[config.mk]
export PLATFORM = sky130hd
export DESIGN_NAME = vga_timing_gen_flat
export DESIGN_NICKNAME = d
export VERILOG_FILES = /design/src/rtl/vga_timing_gen_if.sv /design/src/rtl/vga_timing_gen.sv /design/src/flat_wrapper.sv
export SDC_FILE = /design/constraint.sdc
export NUM_CORES = 1
export LEC_CHECK = 0
export BUFFER_PORTS_ARGS = -buffer_cell sky130_fd_sc_hd__buf_2
export CAP_MARGIN = 20
export CORE_MARGIN = 3
export CORE_UTILIZATION = 54
export DETAILED_ROUTE_END_ITERATION = 8
export PLACE_DENSITY = 0.87
export SYNTH_ARGS = -nofsm -noshare
export SYNTH_HDL_FRONTEND = slang
export SYNTH_SLANG_ARGS = --single-unit
[constraint.sdc]
create_clock -name vga_clk -period 2.8 [get_ports vga_clk]
set_input_delay 0.28 -clock vga_clk [delete_from_list [all_inputs] [get_ports vga_clk]]
set_output_delay 0.28 -clock vga_clk [all_outputs]
set_load 0.02 [all_outputs]
[src/rtl/vga_timing_gen_if.sv]
// Raster bundle from the timing generator to the sprite/background mappers.
// The generator drives it (master); the mappers observe it (slave).
interface vga_timing_gen_if;
    logic [9:0]  DrawX;
    logic [9:0]  DrawY;
    logic        blank;
    logic        hs;
    logic        vs;
    logic        frame_start;
    logic [15:0] frame_count;

    modport master (
        output DrawX, DrawY, blank, hs, vs, frame_start, frame_count
    );
    modport slave (
        input DrawX, DrawY, blank, hs, vs, frame_start, frame_count
    );
endinterface

[src/rtl/vga_timing_gen.sv]
// 640x480@60 raster counters with sync outputs delayed to match
// the two-cycle pixel latency of the mappers.
module vga_timing_gen #(
    parameter int H_VISIBLE  = 640,
    parameter int H_FRONT    = 16,
    parameter int H_SYNC     = 96,
    parameter int H_BACK     = 48,
    parameter int V_VISIBLE  = 480,
    parameter int V_FRONT    = 10,
    parameter int V_SYNC     = 2,
    parameter int V_BACK     = 33,
    parameter int SYNC_DELAY = 2
) (
    input  logic             vga_clk,
    input  logic             reset,
    vga_timing_gen_if.master vga
);

    localparam int H_TOTAL = H_VISIBLE + H_FRONT + H_SYNC + H_BACK;
    localparam int V_TOTAL = V_VISIBLE + V_FRONT + V_SYNC + V_BACK;

    localparam logic [9:0] H_LAST = 10'(H_TOTAL - 1);
    localparam logic [9:0] V_LAST = 10'(V_TOTAL - 1);

    // 11-bit bounds so a 1024-wide raster cannot alias to zero
    localparam logic [10:0] H_VIS  = 11'(H_VISIBLE);
    localparam logic [10:0] HS_ON  = 11'(H_VISIBLE + H_FRONT);
    localparam logic [10:0] HS_OFF = 11'(H_VISIBLE + H_FRONT + H_SYNC);
    localparam logic [10:0] V_VIS  = 11'(V_VISIBLE);
    localparam logic [10:0] VS_ON  = 11'(V_VISIBLE + V_FRONT);
    localparam logic [10:0] VS_OFF = 11'(V_VISIBLE + V_FRONT + V_SYNC);

    logic [9:0]  h_q, h_d;
    logic [9:0]  v_q, v_d;
    logic        run_q, run_d;
    logic [15:0] frame_cnt_q, frame_cnt_d;
    logic [10:0] h_w, v_w;
    logic        raw_hs, raw_vs;

    always_comb begin
        h_d         = h_q;
        v_d         = v_q;
        run_d       = run_q;
        frame_cnt_d = frame_cnt_q;
        if (!run_q) begin
            run_d = 1'b1;
        end else if (h_q == H_LAST) begin
            h_d = '0;
            if (v_q == V_LAST) begin
                v_d         = '0;
                frame_cnt_d = frame_cnt_q + 16'd1;
            end else begin
                v_d = v_q + 10'd1;
            end
        end else begin
            h_d = h_q + 10'd1;
        end
    end

    always_ff @(posedge vga_clk) begin
        if (reset) begin
            h_q         <= '0;
            v_q         <= '0;
            run_q       <= 1'b0;
            frame_cnt_q <= '0;
        end else begin
            h_q         <= h_d;
            v_q         <= v_d;
            run_q       <= run_d;
            frame_cnt_q <= frame_cnt_d;
        end
    end

    assign h_w = {1'b0, h_q};
    assign v_w = {1'b0, v_q};

    assign raw_hs = ~(run_q & (h_w >= HS_ON) & (h_w < HS_OFF));
    assign raw_vs = ~(run_q & (v_w >= VS_ON) & (v_w < VS_OFF));

    assign vga.DrawX       = h_q;
    assign vga.DrawY       = v_q;
    assign vga.blank       = run_q & (h_w < H_VIS) & (v_w < V_VIS);
    assign vga.frame_start = run_q & (h_q == '0) & (v_q == '0);
    assign vga.frame_count = frame_cnt_q;

    if (SYNC_DELAY == 0) begin : g_nodly
        assign vga.hs = raw_hs;
        assign vga.vs = raw_vs;
    end else begin : g_dly
        logic [SYNC_DELAY-1:0] hs_q;
        logic [SYNC_DELAY-1:0] vs_q;

        always_ff @(posedge vga_clk) begin
            if (reset) begin
                hs_q <= '1;
                vs_q <= '1;
            end else begin
                hs_q[0] <= raw_hs;
                vs_q[0] <= raw_vs;
                for (int i = 1; i < SYNC_DELAY; i++) begin
                    hs_q[i] <= hs_q[i-1];
                    vs_q[i] <= vs_q[i-1];
                end
            end
        end

        assign vga.hs = hs_q[SYNC_DELAY-1];
        assign vga.vs = vs_q[SYNC_DELAY-1];
    end

endmodule

[src/flat_wrapper.sv]
// flat-port wrapper written by rule: the top's interface ports become plain ports
module vga_timing_gen_flat 
#(
    parameter int H_VISIBLE  = 640,
    parameter int H_FRONT    = 16,
    parameter int H_SYNC     = 96,
    parameter int H_BACK     = 48,
    parameter int V_VISIBLE  = 480,
    parameter int V_FRONT    = 10,
    parameter int V_SYNC     = 2,
    parameter int V_BACK     = 33,
    parameter int SYNC_DELAY = 2
)
  (vga_clk, reset, vga_DrawX, vga_DrawY, vga_blank, vga_hs, vga_vs, vga_frame_start, vga_frame_count);
  vga_timing_gen_if vga_i ();
  input  logic vga_clk;
  input  logic reset;
  output wire logic [$bits(vga_i.DrawX)-1:0] vga_DrawX;
  output wire logic [$bits(vga_i.DrawY)-1:0] vga_DrawY;
  output wire logic [$bits(vga_i.blank)-1:0] vga_blank;
  output wire logic [$bits(vga_i.hs)-1:0] vga_hs;
  output wire logic [$bits(vga_i.vs)-1:0] vga_vs;
  output wire logic [$bits(vga_i.frame_start)-1:0] vga_frame_start;
  output wire logic [$bits(vga_i.frame_count)-1:0] vga_frame_count;
  assign vga_DrawX = vga_i.DrawX;
  assign vga_DrawY = vga_i.DrawY;
  assign vga_blank = vga_i.blank;
  assign vga_hs = vga_i.hs;
  assign vga_vs = vga_i.vs;
  assign vga_frame_start = vga_i.frame_start;
  assign vga_frame_count = vga_i.frame_count;
  vga_timing_gen #(.H_VISIBLE(H_VISIBLE), .H_FRONT(H_FRONT), .H_SYNC(H_SYNC), .H_BACK(H_BACK), .V_VISIBLE(V_VISIBLE), .V_FRONT(V_FRONT), .V_SYNC(V_SYNC), .V_BACK(V_BACK), .SYNC_DELAY(SYNC_DELAY)) u_core (.vga_clk(vga_clk), .reset(reset), .vga(vga_i));
endmodule
After elaboration in Yosys (flattened, before gate mapping)
Index checks and enable logic that the tools add are counted.

cells by class
  bitwise gates (word level) = 10
  equal/unequal tests = 2
  reductions and logical operators = 4
  add/sub/neg operators = 3
  mux-type cells = 3
  magnitude comparators = 6

operators by type and width
  kind                                                                count
  adder 10 x 1 -> 10 bit, second input constant                       2
  equality test 10 bit, second input constant                         2
  zero test 10 bit                                                    2
  < comparator 10 bit, second input constant                          2
  < comparator 10 x 9 -> 1 bit, second input constant                 2
  2-to-1 mux 10 bit                                                   2
  adder 16 x 1 -> 16 bit, second input constant                       1
  greater-or-equal comparator 10 bit, second input constant           1
  greater-or-equal comparator 10 x 9 -> 1 bit, second input constant  1
  AND 1 bit                                                           8
  AND reduction 3 bit                                                 1
  inverter 1 bit                                                      2
  AND reduction 2 bit                                                 1
  2-to-1 mux 1 bit                                                    1

word-level totals
  word-level logic and storage cells = 34
  flip-flop bits (word level) = 41

Depth between registers and ports, before layout
  depth in word-level cells = 4
  mapped depth = 9
  depth with buffers taken out = 6

Worst setup path before layout
No wires, ideal clock.

  path type = reg2reg
  start = register u_core.v_q[4] (netlist: u_core.vga.DrawY[4])
  end = register u_core.frame_cnt_q[13] (netlist: u_core.vga.frame_count[13])
  required time = 2.679 ns
  setup slack = 0.492 ns
  cell stages (with the launch flop) = 7
  arrival = 2.188 ns
  path through = dfxtp_1 -> or4_4 -> or3_1 -> buf_6 -> buf_6 -> nor4_1 -> mux2_2

on the way
  cells in the longest elaborated chain, start to end = 2

RTL lines
  what                                  RTL line              source
  start, declared                       vga_timing_gen.sv:34  logic [9:0] v_q, v_d;
  start signal, assigned                vga_timing_gen.sv:68  v_q <= v_d;
  equality test 10 bit                  vga_timing_gen.sv:49  if (v_q == V_LAST) begin
  AND reduction 3 bit (no source line)  n/a
  end signal, assigned                  vga_timing_gen.sv:70  frame_cnt_q <= frame_cnt_d;
  end, declared                         vga_timing_gen.sv:36  logic [15:0] frame_cnt_q, frame_cnt_d;

No other way between the ends.
A chain may end at the register's enable or synchronous reset.

Final worst setup path
Ends and elaborated chain as after synthesis.

==> reports/metrics.cfg <==
[status]
status=finished clean

[synthesis]
synthFlopType=dfxtp_1
ys_top_cells_by_area=dfxtp_1 (39%), a21oi_1 (4.5%), nand4_1 (4.5%), ha_1 (3.6%), or4_1 (3.6%)
synth-adder-area-share_pct=3.591
ys_warn_count=0
synth_top_area_share_pct=39.26
synth-async-reset-ratio_pct=0
synth_cells=247
ys_types=38
synth-edff-count=0
ys_ff_latch=41
seq_area_frac_synth_pct=39.26
synth_top_area_cell=dfxtp_1
synth-simple-area-share_pct=32.44
synth_top_family_by_area=simple AND/OR/NAND/NOR gates
syn_nets=255
syn_area_per_cell_um2=8.465
muxShareOfSynthArea_pct=2.633
synth_xor_area_share_pct=4.189
synth_area_um2=2091
synth_compound_area_share_pct=12.33

[layout]
final_cell_area_um2=2377
area.growth.synth_to_final_pct=13.70
drive_gt1_share_pct=20.92
nets=289
fin_util_pct=67.52
diodes=0

[timing]
timing.slew.headroom_pct=70.56
fin_crit_sh_pct=86.25
fmax_mhz=414.1
skew_ns=0.009003
tightest_slew_ns=0.4415
hold_viol=0
fin_tns_setup_ns=0
rsz0062_at_grt=false
slew_violations=0
finalCriticalPeriod_ns=2.415
setup_viol=0

[clock_network]
post_cts_buffers=0
cts_sinks=41
cts-resized-gates=0
htree_levels=2
clk_pin_slew_ns=0.08
hold_buffers=0
clockBufferDepth=2
clock_latency_ns=0.30
cts_tree=yes
root_buffer=clkbuf_8
numCtsBuffers=5

[floorplan]
die_h_um=68.23
ios=42
core_area_um2=3521
initial_core_util_pct=59.38
die_x_um=68.23
num_rows=21
die-area_um2=4655

[routing]
drc=0
drt_pass1_iterations=4
routed_wl_mm=4.775
viasPerCell=6.003
ant_nets=0
wl_per_cell_um=14.56
via_count=1969
dr.first_iter.drc_count=90

[power_and_ir_drop]
vdd_drop_max_v=0.0003419
power.density_nw_per_um2=426.6
p_int_uw=777.5
pwr-share-clk_pct=37.4
pwr-share-comb_pct=4.0
netSwitchingFraction_pct=23.34
switchingPower_uw=236.7
p_leak_uw=0.0009263
seq_power_share_pct=58.5

[grt]
grt_pass1_wl_mm=7.838
grt_max_degree=27
antenna_found_initial=0
grt_pass1_vias=1702
grt_overflow=0
grt.total_usage_pct=22.92

[setup_path]
crit_path_start_kind=flip-flop
worstPathMaxFanout=14
crit_type=reg2reg
required_ns=3.00
worst_setup_path_end_kind=flip-flop
cp.arrival_ns=2.61

[flow_run]
drv_cap=0

[place]
post-dp-hpwl_mm=3.237
portBuffers=41
placed_area_um2=2297
gp_congestion=0.8699

[min_path]
hp-class=in2reg

## critical path, cell delays in order (launching register included)
cell and delay (ns):
dfxtp_1 0.38, or4_4 0.58, or3_1 0.50, buf_4 0.23, nor4_1 0.25, mux2_2 0.36
## power by group through the flow
| stage | clock network, uW | registers (uW) | logic (uW) |
|---|---|---|---|
| 5_1_grt | 420 | 594 | 45.5 |
| 4_1_cts | 390 | 593 | 41.4 |
| 3_3_place_gp | 0 | 607 | 39.6 |
| 6_report | 380 | 593 | 41.1 |
| 3_5_place_dp | 0 | 607 | 40.2 |
| 2_1_floorplan | 0 | 608 | 26.3 |
## worst paths after layout
check / from / end / slack [ns] / cells past startpoint
setup / recovery: u_core.vga.DrawY[4] / u_core.vga.frame_count[13] / 0.39 / 5
setup reg to reg: u_core.vga.DrawY[4] / u_core.vga.frame_count[13] / 0.39 / 5
hold / removal: reset / u_core.vga.DrawX[6] / 0.40 / 2
hold reg to reg: u_core.g_dly.hs_q[0] / u_core.g_dly.hs_q[1] / 0.41 / 1
## placed cells by master (no fill, tap or decap), types with 5 or more instances in the layout
master     n
and2_1     6
a21oi_1   19
clkbuf_8   5
nor3_1     5
nor4_1     7
nand4_1   15
nand2_1   11
and4_1     6
inv_1      8
buf_2     41
o21ai_0    9
or3_1      9
ha_1       6
nand3_1   13
or4_1     10
xnor2_1    6
o31ai_1    9
nor2_1    18
dfxtp_1   41
## registers in the layout, summed over array words and instances (netlist names)
name                    cells
u_core.g_dly.hs_q           2
u_core.g_dly.vs_q           2
u_core.run_q                1
u_core.vga.DrawX           10
u_core.vga.DrawY           10
u_core.vga.frame_count     16
## metal layers
layer	wire, um	global-route usage, %	part of all wire [%]	vias up
met3	228	6.897	4.8	9
met1	2100	28.17	44	928
met5	0	0	0	-
li1	-	-	-	983
met4	103	9.429	2.2	0
met2	2343	37.18	49	49
## layout make-up
| type | instances | area [um^2] |
|---|---|---|
| multi-input cells | 180 | 1154 |
| fillers | 320 | 1144 |
| flip-flops and latches | 41 | 820.8 |
| repair buffers | 45 | 235.2 |
| clock buffers | 8 | 80.08 |
| well taps | 46 | 57.56 |
| inverters | 8 | 30.03 |
## synthesized netlist by cell type (4+ instances only)
cell type  count
ha_1           6
clkbuf_1       9
xor2_1         4
and4_1         6
nor2_1        18
dfxtp_1       41
buf_1          4
or3_1          9
nor4_1         7
mux2_2         4
a21oi_1       19
nand4_1       15
xnor2_1        6
or4_1         10
and2_1         6
nor3_1         5
o31ai_1        9
nand2_1       11
inv_1          8
nor2b_1        4
o21ai_0        9
nand3_1       13
## logic make-up after synthesis
kind of cell	after synthesis
adder cells (fa/ha/maj)	6
AO/OA/AOI/OAI	43
buffers and inverters	26
multiplexers	5
flip-flops	41
XOR/XNOR	10
AND/OR/NAND/NOR	116
## through the flow
step	instances	total power (uW)	setup slack, ns	hold WS, ns
CTS	328	1024	0.3801	0.3937
floorplan	247	634.5	0.4915	0.3895
global route	328	1059	0.2769	0.4189
detailed placement	320	647.1	0.4040	0.3968
global placement	320	646.3	0.4390	0.3977
finish	328	1014	0.3851	0.3976
(Power assumes the default switching activity.)
